==> src/rtl/zigbee_pkg.sv <==
// Shared constants and types for the Zigbee symbol path (nibble <-> packed word).
package zigbee_pkg;

    localparam int NIB_W  = 4;
    localparam int WORD_W = 32;
    localparam int NIBS   = WORD_W / NIB_W;
    localparam int CNT_W  = $clog2(NIBS);
    localparam int LEN_W  = $clog2(NIBS + 1);

    typedef logic [NIB_W-1:0]  nib_t;
    typedef logic [WORD_W-1:0] word_t;

endpackage

==> src/rtl/nibble_packer.sv <==
// Packs LSB-first 4-bit symbol nibbles into 32-bit words behind one output holding register.
module nibble_packer
    import zigbee_pkg::*;
(
    input  logic             inClk,
    input  logic             inResetN,
    input  nib_t             inNib,
    input  logic             inNibValid,
    output logic             outNibReady,
    input  logic             inFlush,
    output word_t            outWord,
    output logic             outWordValid,
    input  logic             inWordReady,
    output logic [LEN_W-1:0] outWordLen
);

    logic [CNT_W-1:0] cnt_q, cnt_d;
    word_t            acc_q, acc_d, acc_merged;
    word_t            word_q, word_d;
    logic [LEN_W-1:0] len_q, len_d;
    logic             vld_q, vld_d;
    logic             pend_q, pend_d;

    logic             last_slot, out_free, cmpl_pend, flush_req, nib_acc, close;
    logic [LEN_W-1:0] new_len;
    logic [NIBS-1:0]  slot_we;

    assign last_slot = (cnt_q == CNT_W'(NIBS - 1));
    assign out_free  = ~vld_q | inWordReady;
    assign cmpl_pend = last_slot | inFlush;
    assign flush_req = inFlush | pend_q;

    // Only the word-closing nibble has to wait for the holding register; a
    // pending flush also blocks input so nothing slips in ahead of the close.
    assign outNibReady = ~pend_q & ~(cmpl_pend & vld_q & ~inWordReady);
    assign nib_acc     = inNibValid & outNibReady;

    for (genvar k = 0; k < NIBS; k++) begin : g_slot
        assign slot_we[k] = nib_acc & (cnt_q == CNT_W'(k));
        assign acc_merged[k*NIB_W +: NIB_W] = slot_we[k] ? inNib : acc_q[k*NIB_W +: NIB_W];
    end

    assign new_len = LEN_W'(cnt_q) + LEN_W'(nib_acc);
    assign close   = (nib_acc & last_slot)
                   | (flush_req & out_free & ((cnt_q != '0) | nib_acc));

    always_comb begin
        acc_d  = acc_merged;
        cnt_d  = cnt_q + CNT_W'(nib_acc);
        word_d = word_q;
        len_d  = len_q;
        vld_d  = vld_q & ~inWordReady;
        pend_d = flush_req & (cnt_q != '0) & ~out_free;
        if (close) begin
            word_d = acc_merged;
            len_d  = new_len;
            vld_d  = 1'b1;
            acc_d  = '0;
            cnt_d  = '0;
        end
    end

    always_ff @(posedge inClk or negedge inResetN) begin
        if (!inResetN) begin
            cnt_q  <= '0;
            acc_q  <= '0;
            word_q <= '0;
            len_q  <= '0;
            vld_q  <= 1'b0;
            pend_q <= 1'b0;
        end else begin
            cnt_q  <= cnt_d;
            acc_q  <= acc_d;
            word_q <= word_d;
            len_q  <= len_d;
            vld_q  <= vld_d;
            pend_q <= pend_d;
        end
    end

    assign outWord      = word_q;
    assign outWordLen   = len_q;
    assign outWordValid = vld_q;

endmodule
==> config.mk <==
export PLATFORM = sky130hd
export DESIGN_NAME = nibble_packer
export DESIGN_NICKNAME = d
export VERILOG_FILES = /design/src/rtl/zigbee_pkg.sv /design/src/rtl/nibble_packer.sv
export SDC_FILE = /design/constraint.sdc
export NUM_CORES = 1
export LEC_CHECK = 0
export BUFFER_PORTS_ARGS = -buffer_cell sky130_fd_sc_hd__buf_2
export CORE_ASPECT_RATIO = 1.2
export CORE_MARGIN = 4
export CORE_UTILIZATION = 26
export DETAILED_ROUTE_END_ITERATION = 8
export GPL_ROUTABILITY_DRIVEN = 0
export SLEW_MARGIN = 10
export SYNTH_ARGS = -nofsm -noshare
export SYNTH_HDL_FRONTEND = slang
export SYNTH_SLANG_ARGS = --single-unit
export TNS_END_PERCENT = 5
==> constraint.sdc <==
create_clock -name inClk -period 2.4 [get_ports inClk]
set_input_delay 0.12 -clock inClk [delete_from_list [all_inputs] [get_ports inClk]]
set_output_delay 0.12 -clock inClk [all_outputs]
set_load 0.02 [all_outputs]
==> impl_results.md, run 1 <==
* Starting Density at 26.7%
* CP cell instances: or4b_4, o211ai_2, a21oi_4, buf_12, mux2_4
* CP max FO at 35
* Post-CTS sizing at 0
* Sequential fraction of the synthesis area at 58.8%
* Worst Max-Slew Pin Slew at 0.574 ns
* CORE AREA at 11600 µm²
* Die area at 13800 µm²
* Initial antenna violation count at 0
* CP Buf/Inv Count at 1
* Finish-stage setup viols at 0
* CP Data Required Time at 2.60 ns
* Status: finished, final reports clean
* CTS tree: yes
* Commonest non-fill, non-tap cells in the layout: dfrtp_1 (73), mux2i_1 (57), buf_2 (46)
* Leak at 1.95 nW
* Inserted Clock Buffers at 9
* Die height at 128 µm
* I/O Pins at 47
* Setup Skew at 0.00436 ns
* Most common cell after layout, fill and taps aside: dfrtp_1
* CTS HTree Levels at 3
* Sink Count at 73
* Fin util at 32.5%
* Power per standard cell area at 1090 nW/µm²
* Tot GR Track Use at 9.43%
* Clock-pin slew on the worst setup and hold paths at 0.05 ns
* Layout area overhead at 21.8%
* Synth Flop Type: dfrtp_1
* RSZ-0062 raised after global routing: no
* Iter 0 DRT Violations at 73
* Seq cells post-synth at 73
* Worst skew pair latency at 0.32 ns
* Site Rows at 43
* Final net count at 310
* Synth warn at 0
* Vias in the first global route at 1883
* Fraction of layout cells with a size suffix above 1 at 24.5%
* IO buf count at 46
* CP top delay family: simple AND/OR/NAND/NOR gates
* Drt pass-1 iters at 4
* Die width at 108 µm
* Vias/cell at 4.10
* Grt ovf at 0
* Fin. max-slew vios at 0
* Mapped Nets at 261
* Minimum clock period at 1.86 ns
* Clk Tree Root Cell: clkbuf_16
* Post-Syn Area at 3100 µm²
* R2r startpoint: cnt_q[1]
* Sum of negative setup slack at 0 ns
* Cell with the largest stage delay on the worst path: or4b_4
* Crit path from: cnt_q[1]
* HPWL after detailed placement at 4.34 mm
* Critical Path AT at 2.06 ns
* Filler instances at 1196
* Final Cycle Share at 77.6%
* CP peak stage delay at 0.56 ns
* Fmax at 537 MHz
* Setup crit end kind: flip-flop
* Hold Startpoint: inWordReady
* Crit path launch type: flip-flop
* WL/cell at 13.6 µm
* Largest net degree at the start of global routing at 51
* Post-DRT Antenna Nets at 0
* Cells after Synth at 250
* Number of synthesized flops with an enable pin at 0
* Clock Tree Buf Depth at 2
* Maximum vdd drop at 0.000303 V
* Count of final hold-check violations at 0
* Setup CP Type: flip-flop to flip-flop
* FFs w/ async S/R, synth at 100%
* Synth Area per Inst at 12.4 µm²
* Final WL at 6.24 mm
* Synth unique cells at 30
* Antenna cells at 0
* DRC at 0
* First-pass GRT wire length at 9.86 mm
* Max Cap Violations at 0
* Worst Hold Class: input port to flip-flop
* DR vias at 1882
* Slew headroom at 61.7%
-- cell families (layout without fill, tap and decap cells) --
kind of cell	Yosys count	after routing	synth area share, %
compound gates	5	5	1.53
simple gates	58	58	9.51
buf+inv	43	95	6.17
flops	73	73	58.8
mux	68	68	22.9
xor+xnor	1	1	0.282
fa+ha+maj	2	2	0.806
-- cell usage after synthesis, types with 3 or more instances --
library cell  count  share of area (%)
nor2b_1           9                1.8
nor2_1           32                3.9
buf_2             6               0.97
mux2i_1          57                 18
inv_1            30                3.6
buf_1             3               0.36
nand3_1           3               0.48
mux2_4            4                1.9
dfrtp_1          73                 59
mux2_2            7                2.5
-- layer usage --
metal  global-route usage (%)  routed length, µm
met1                     11.6               2880
met2                     14.6               2950
met3                     3.02                268
met4                     5.13                130
met5                        0                  0
-- worst reg2reg max path, stage by stage (launching register included) --
cell and delay [ns]:
dfrtp_1 0.49, or4b_4 0.56, o211ai_2 0.12, a21oi_4 0.07
buf_12 0.18, mux2_4 0.33
-- metrics by stage --
stage                     cell area [µm²]  worst slack [ns]  power, W  hold slack [ns]  std cells
after CTS                            3780             0.532   0.00421            0.142        459
final                                3780             0.538   0.00414            0.158        459
after global placement               3530             0.566   0.00303            0.150        444
after global routing                 3780             0.356   0.00439            0.180        459
after floorplan                      3100             0.451   0.00265           -0.176        250
after detailed placement             3530             0.539   0.00306            0.151        444
-- report_power, final --
part | internal, W | switching [W]
Sequential | 0.00154 | 0.000191
Clock | 0.000686 | 0.000442
Combinational | 0.000509 | 0.000762
-- sequential cells by signal, summed over array words and instances (netlist names) --
name and cells:
outWord 32, outWordLen 4, acc_q 32, cnt_q 3, outWordValid 1, pend_q 1
-- final cells by class --
| class | count | area, µm² | area share [%] |
|---|---|---|---|
| clock buffers | 13 | 240 | 6.35 |
| repair buffers | 51 | 308 | 8.14 |
| inverters | 30 | 113 | 2.98 |
| well taps | 157 | 196 | 5.19 |
| multi-input cells | 134 | 1090 | 28.9 |
| clock inverters | 1 | 5.00 | 0.132 |
| flip-flops and latches | 73 | 1830 | 48.3 |
-- worst paths after layout --
| check | endpoint | slack [ns] | cells past startpoint |
|---|---|---|---|
| worst max-delay path | outWordLen[0] | 0.54 | 5 |
| worst min-delay path | pend_q | 0.16 | 3 |
| worst max register to register | outWordLen[0] | 0.54 | 5 |
| worst min register to register | acc_q[28] | 0.49 | 1 |
| max in group asynchronous | pend_q | 1.40 | 3 |
| min in group asynchronous | outWord[26] | 0.33 | 2 |
-- repair_timing --
item / 4_1_cts / 5_1_grt
hold buffers: 1 / 0
setup buffers: 0 / 0
endpoints found under the hold margin: 23 / 0
Power figures use the tool's default switching activity.
==> run 2: changes to the inputs <==
==> constraint.sdc (replaced) <==
create_clock -name inClk -period 1.6 [get_ports inClk]
set_input_delay 0.08 -clock inClk [delete_from_list [all_inputs] [get_ports inClk]]
set_output_delay 0.08 -clock inClk [all_outputs]
set_load 0.02 [all_outputs]
==> run 2 against run 1 <==
Effect of this change: the run now ends with negative setup slack left; sequential share of layout area down 5.1 points; clock skew up 0.0034 ns; clock power up 54%; worst hold slack better by 0.029 ns; largest cell class unchanged; worst setup slack worse by 0.68 ns; fmax up 6.7%; routed wire length up 13%; sequential power up 49%.
==> impl_results.md, run 2 (synthesized netlist as in run 1, its figures left out) <==
* Status: finished, violations left
* Failing checks: negative setup slack
* CP top delay family: simple AND/OR/NAND/NOR gates
* First-pass GRT wire length at 11.5 mm (+17%)
* Worst Hold Class: input port to flip-flop
* Leak at 2.09 nW (+7.2%)
* Die height at 128 µm (unchanged)
* HPWL after detailed placement at 4.71 mm (+8.7%)
* Most common cell after layout, fill and taps aside: dfrtp_1
* Vias in the first global route at 2165 (+15%)
* Worst Max-Slew Pin Slew at 0.238 ns (-0.336 ns)
* Fin. max-slew vios at 0 (unchanged)
* Layout area overhead at 36.6%
* Fin util at 36.5% (+3.9 points)
* Comb pwr share at 37.4% (+6.7 points)
* CTS HTree Levels at 3 (unchanged)
* Starting Density at 26.7% (unchanged)
* CP peak stage delay at 0.55 ns (about the same)
* CP Data Required Time at 1.81 ns (-0.79 ns)
* Largest net degree at the start of global routing at 40 (-22%)
* Vias/cell at 4.19 (+2.2%)
* Setup CP Type: flip-flop to flip-flop
* DR vias at 2033 (+8.0%)
* Power per standard cell area at 1640 nW/µm² (+50%)
* Fraction of layout cells with a size suffix above 1 at 41.2% (+17 points)
* Clk Tree Root Cell: clkbuf_16
* Antenna cells at 0 (unchanged)
* Inserted Clock Buffers at 9 (unchanged)
* Crit path from: cnt_q[0]
* R2R setup slack at -0.15 ns (-0.68 ns)
* CTS tree: yes
* Setup crit end kind: flip-flop
* CP cell instances: or4b_4, o211ai_4, a21oi_4, buf_4, mux2_4
* I/O Pins at 47 (unchanged)
* Sequential power share at 37.5% (-4.5 points)
* Grt ovf at 0 (unchanged)
* Switching Fraction at 33.6% (-0.18 points)
* CORE AREA at 11600 µm² (unchanged)
* Hold Path Depth at 4 (+1)
* Clock-pin slew on the worst setup and hold paths at 0.05 ns (about the same)
* Pwr Total at 0.00693 W (+68%)
* Clk pwr share at 25.1% (-2.2 points)
* Slew headroom at 83.7% (+22 points)
* Site Rows at 43 (unchanged)
* Minimum clock period at 1.75 ns (-0.116 ns)
* Post-DRT Antenna Nets at 0 (unchanged)
* Max Cap Violations at 0 (unchanged)
* DRC at 0 (unchanged)
* Die area at 13800 µm² (unchanged)
* Sw Pwr at 0.00233 W (+67%)
* Final net count at 337 (+8.7%)
* Commonest non-fill, non-tap cells in the layout: dfrtp_1 (68), mux2i_1 (46), buf_2 (45)
* Maximum vdd drop at 0.000459 V (+51%)
* Final Cycle Share at 109% (+32 points)
* IO buf count at 46 (unchanged)
* Critical Path AT at 1.96 ns (-0.10 ns)
* Total internal power at 0.00461 W (+68%)
* Fmax at 573 MHz (+6.7%)
* Drt pass-1 iters at 4 (unchanged)
* Setup slack after layout at -0.145 ns (-0.684 ns)
* Count of final hold-check violations at 0 (unchanged)
* Inst Count DP at 467 (+5.2%)
* CP max FO at 5 (-86%)
* Crit path launch type: flip-flop
* Setup Skew at 0.00773 ns (+0.00338 ns)
* R2r startpoint: cnt_q[0]
* R2R Path End: outWordLen[0]
* Reg2Reg Depth at 5 (unchanged)
* Worst skew pair latency at 0.33 ns (about the same)
* WL/cell at 14.6 µm (+7.1%)
* Iter 0 DRT Violations at 58 (-21%)
* Tot GR Track Use at 10.8% (+1.4 points)
* Sink Count at 73 (unchanged)
* Finished Layout Cells at 485 (+5.7%)
* CP Buf/Inv Count at 1 (unchanged)
* Die width at 108 µm (unchanged)
* Initial antenna violation count at 0 (unchanged)
* Filler instances at 1160 (-3.0%)
* Clock Tree Buf Depth at 2 (unchanged)
* Final WL at 7.06 mm (+13%)
* Hold Startpoint: inWordReady
* Cell with the largest stage delay on the worst path: or4b_4
* RSZ-0062 raised after global routing: yes
* Finish-stage setup viols at 69 (+69)
* Hold Path End: outWordValid
==> run 2: worst register-to-register path, delay by kind of cell (launching register included) <==
kind,cells,cell delay (ns)
AO/OA/AOI/OAI,2,0.19
buffers and inverters,1,0.17
flip-flops,1,0.43
multiplexers,1,0.29
AND/OR/NAND/NOR,1,0.56
==> run 2: worst max path at each step <==
stage | slack, ns | cells past startpoint | endpoint
after floorplan | -0.24 | 8 | outWordLen[1]
after global routing | -0.21 | 7 | outWordLen[1]
after global placement | -0.13 | 6 | outWord[22]
after detailed placement | -0.18 | 6 | outWord[6]
after CTS | -0.14 | 6 | outWord[6]
final | -0.15 | 5 | outWordLen[0]
==> run 2: what timing repair did <==
item	CTS	global route
hold endpoints to repair	73	0
pin swaps	5	5
setup endpoints to repair	69	69
hold buffers	1	0
setup buffers	0	1
gates resized for setup	12	31
gates cloned	1	2
==> run 2: power groups by stage <==
stage / logic, W / registers (W) / clock network [W]
2_1_floorplan: 0.00113 / 0.00286 / 0
3_3_place_gp: 0.00222 / 0.00260 / 0
3_5_place_dp: 0.00225 / 0.00261 / 0
4_1_cts: 0.00237 / 0.00259 / 0.00179
5_1_grt: 0.00283 / 0.00267 / 0.00187
6_report: 0.00259 / 0.00260 / 0.00174
==> run 2: area by class of cell <==
class | count | area, µm² | share of cell area, %
timing repair buffer | 78 | 616 | 14.5
tap | 157 | 196 | 4.63
clock inverter | 1 | 5.00 | 0.118
sequential | 73 | 1830 | 43.2
multi-input combinational | 134 | 1230 | 29.0
inverter | 30 | 113 | 2.66
clock buffer | 12 | 246 | 5.81
==> run 2: layer usage <==
metal,part of all wire (%),track usage (%),vias to the layer above
li1,-,-,975
met1,45,14.2,1015
met2,49,16.7,33
met3,4.1,2.52,10
met4,1.9,5.57,0
met5,0,0,-
==> run 2: metrics by stage <==
| stage | hold slack [ns] | worst slack (ns) | instance area, µm² | setup TNS (ns) |
|---|---|---|---|---|
| after floorplan | -0.216 | -0.239 | 3110 | -4.76 |
| after global placement | 0.0992 | -0.125 | 3730 | -4.64 |
| after detailed placement | 0.106 | -0.183 | 3730 | -6.95 |
| after CTS | 0.177 | -0.145 | 4060 | -6.36 |
| after global routing | 0.217 | -0.210 | 4240 | -9.20 |
| final | 0.187 | -0.145 | 4240 | -5.86 |
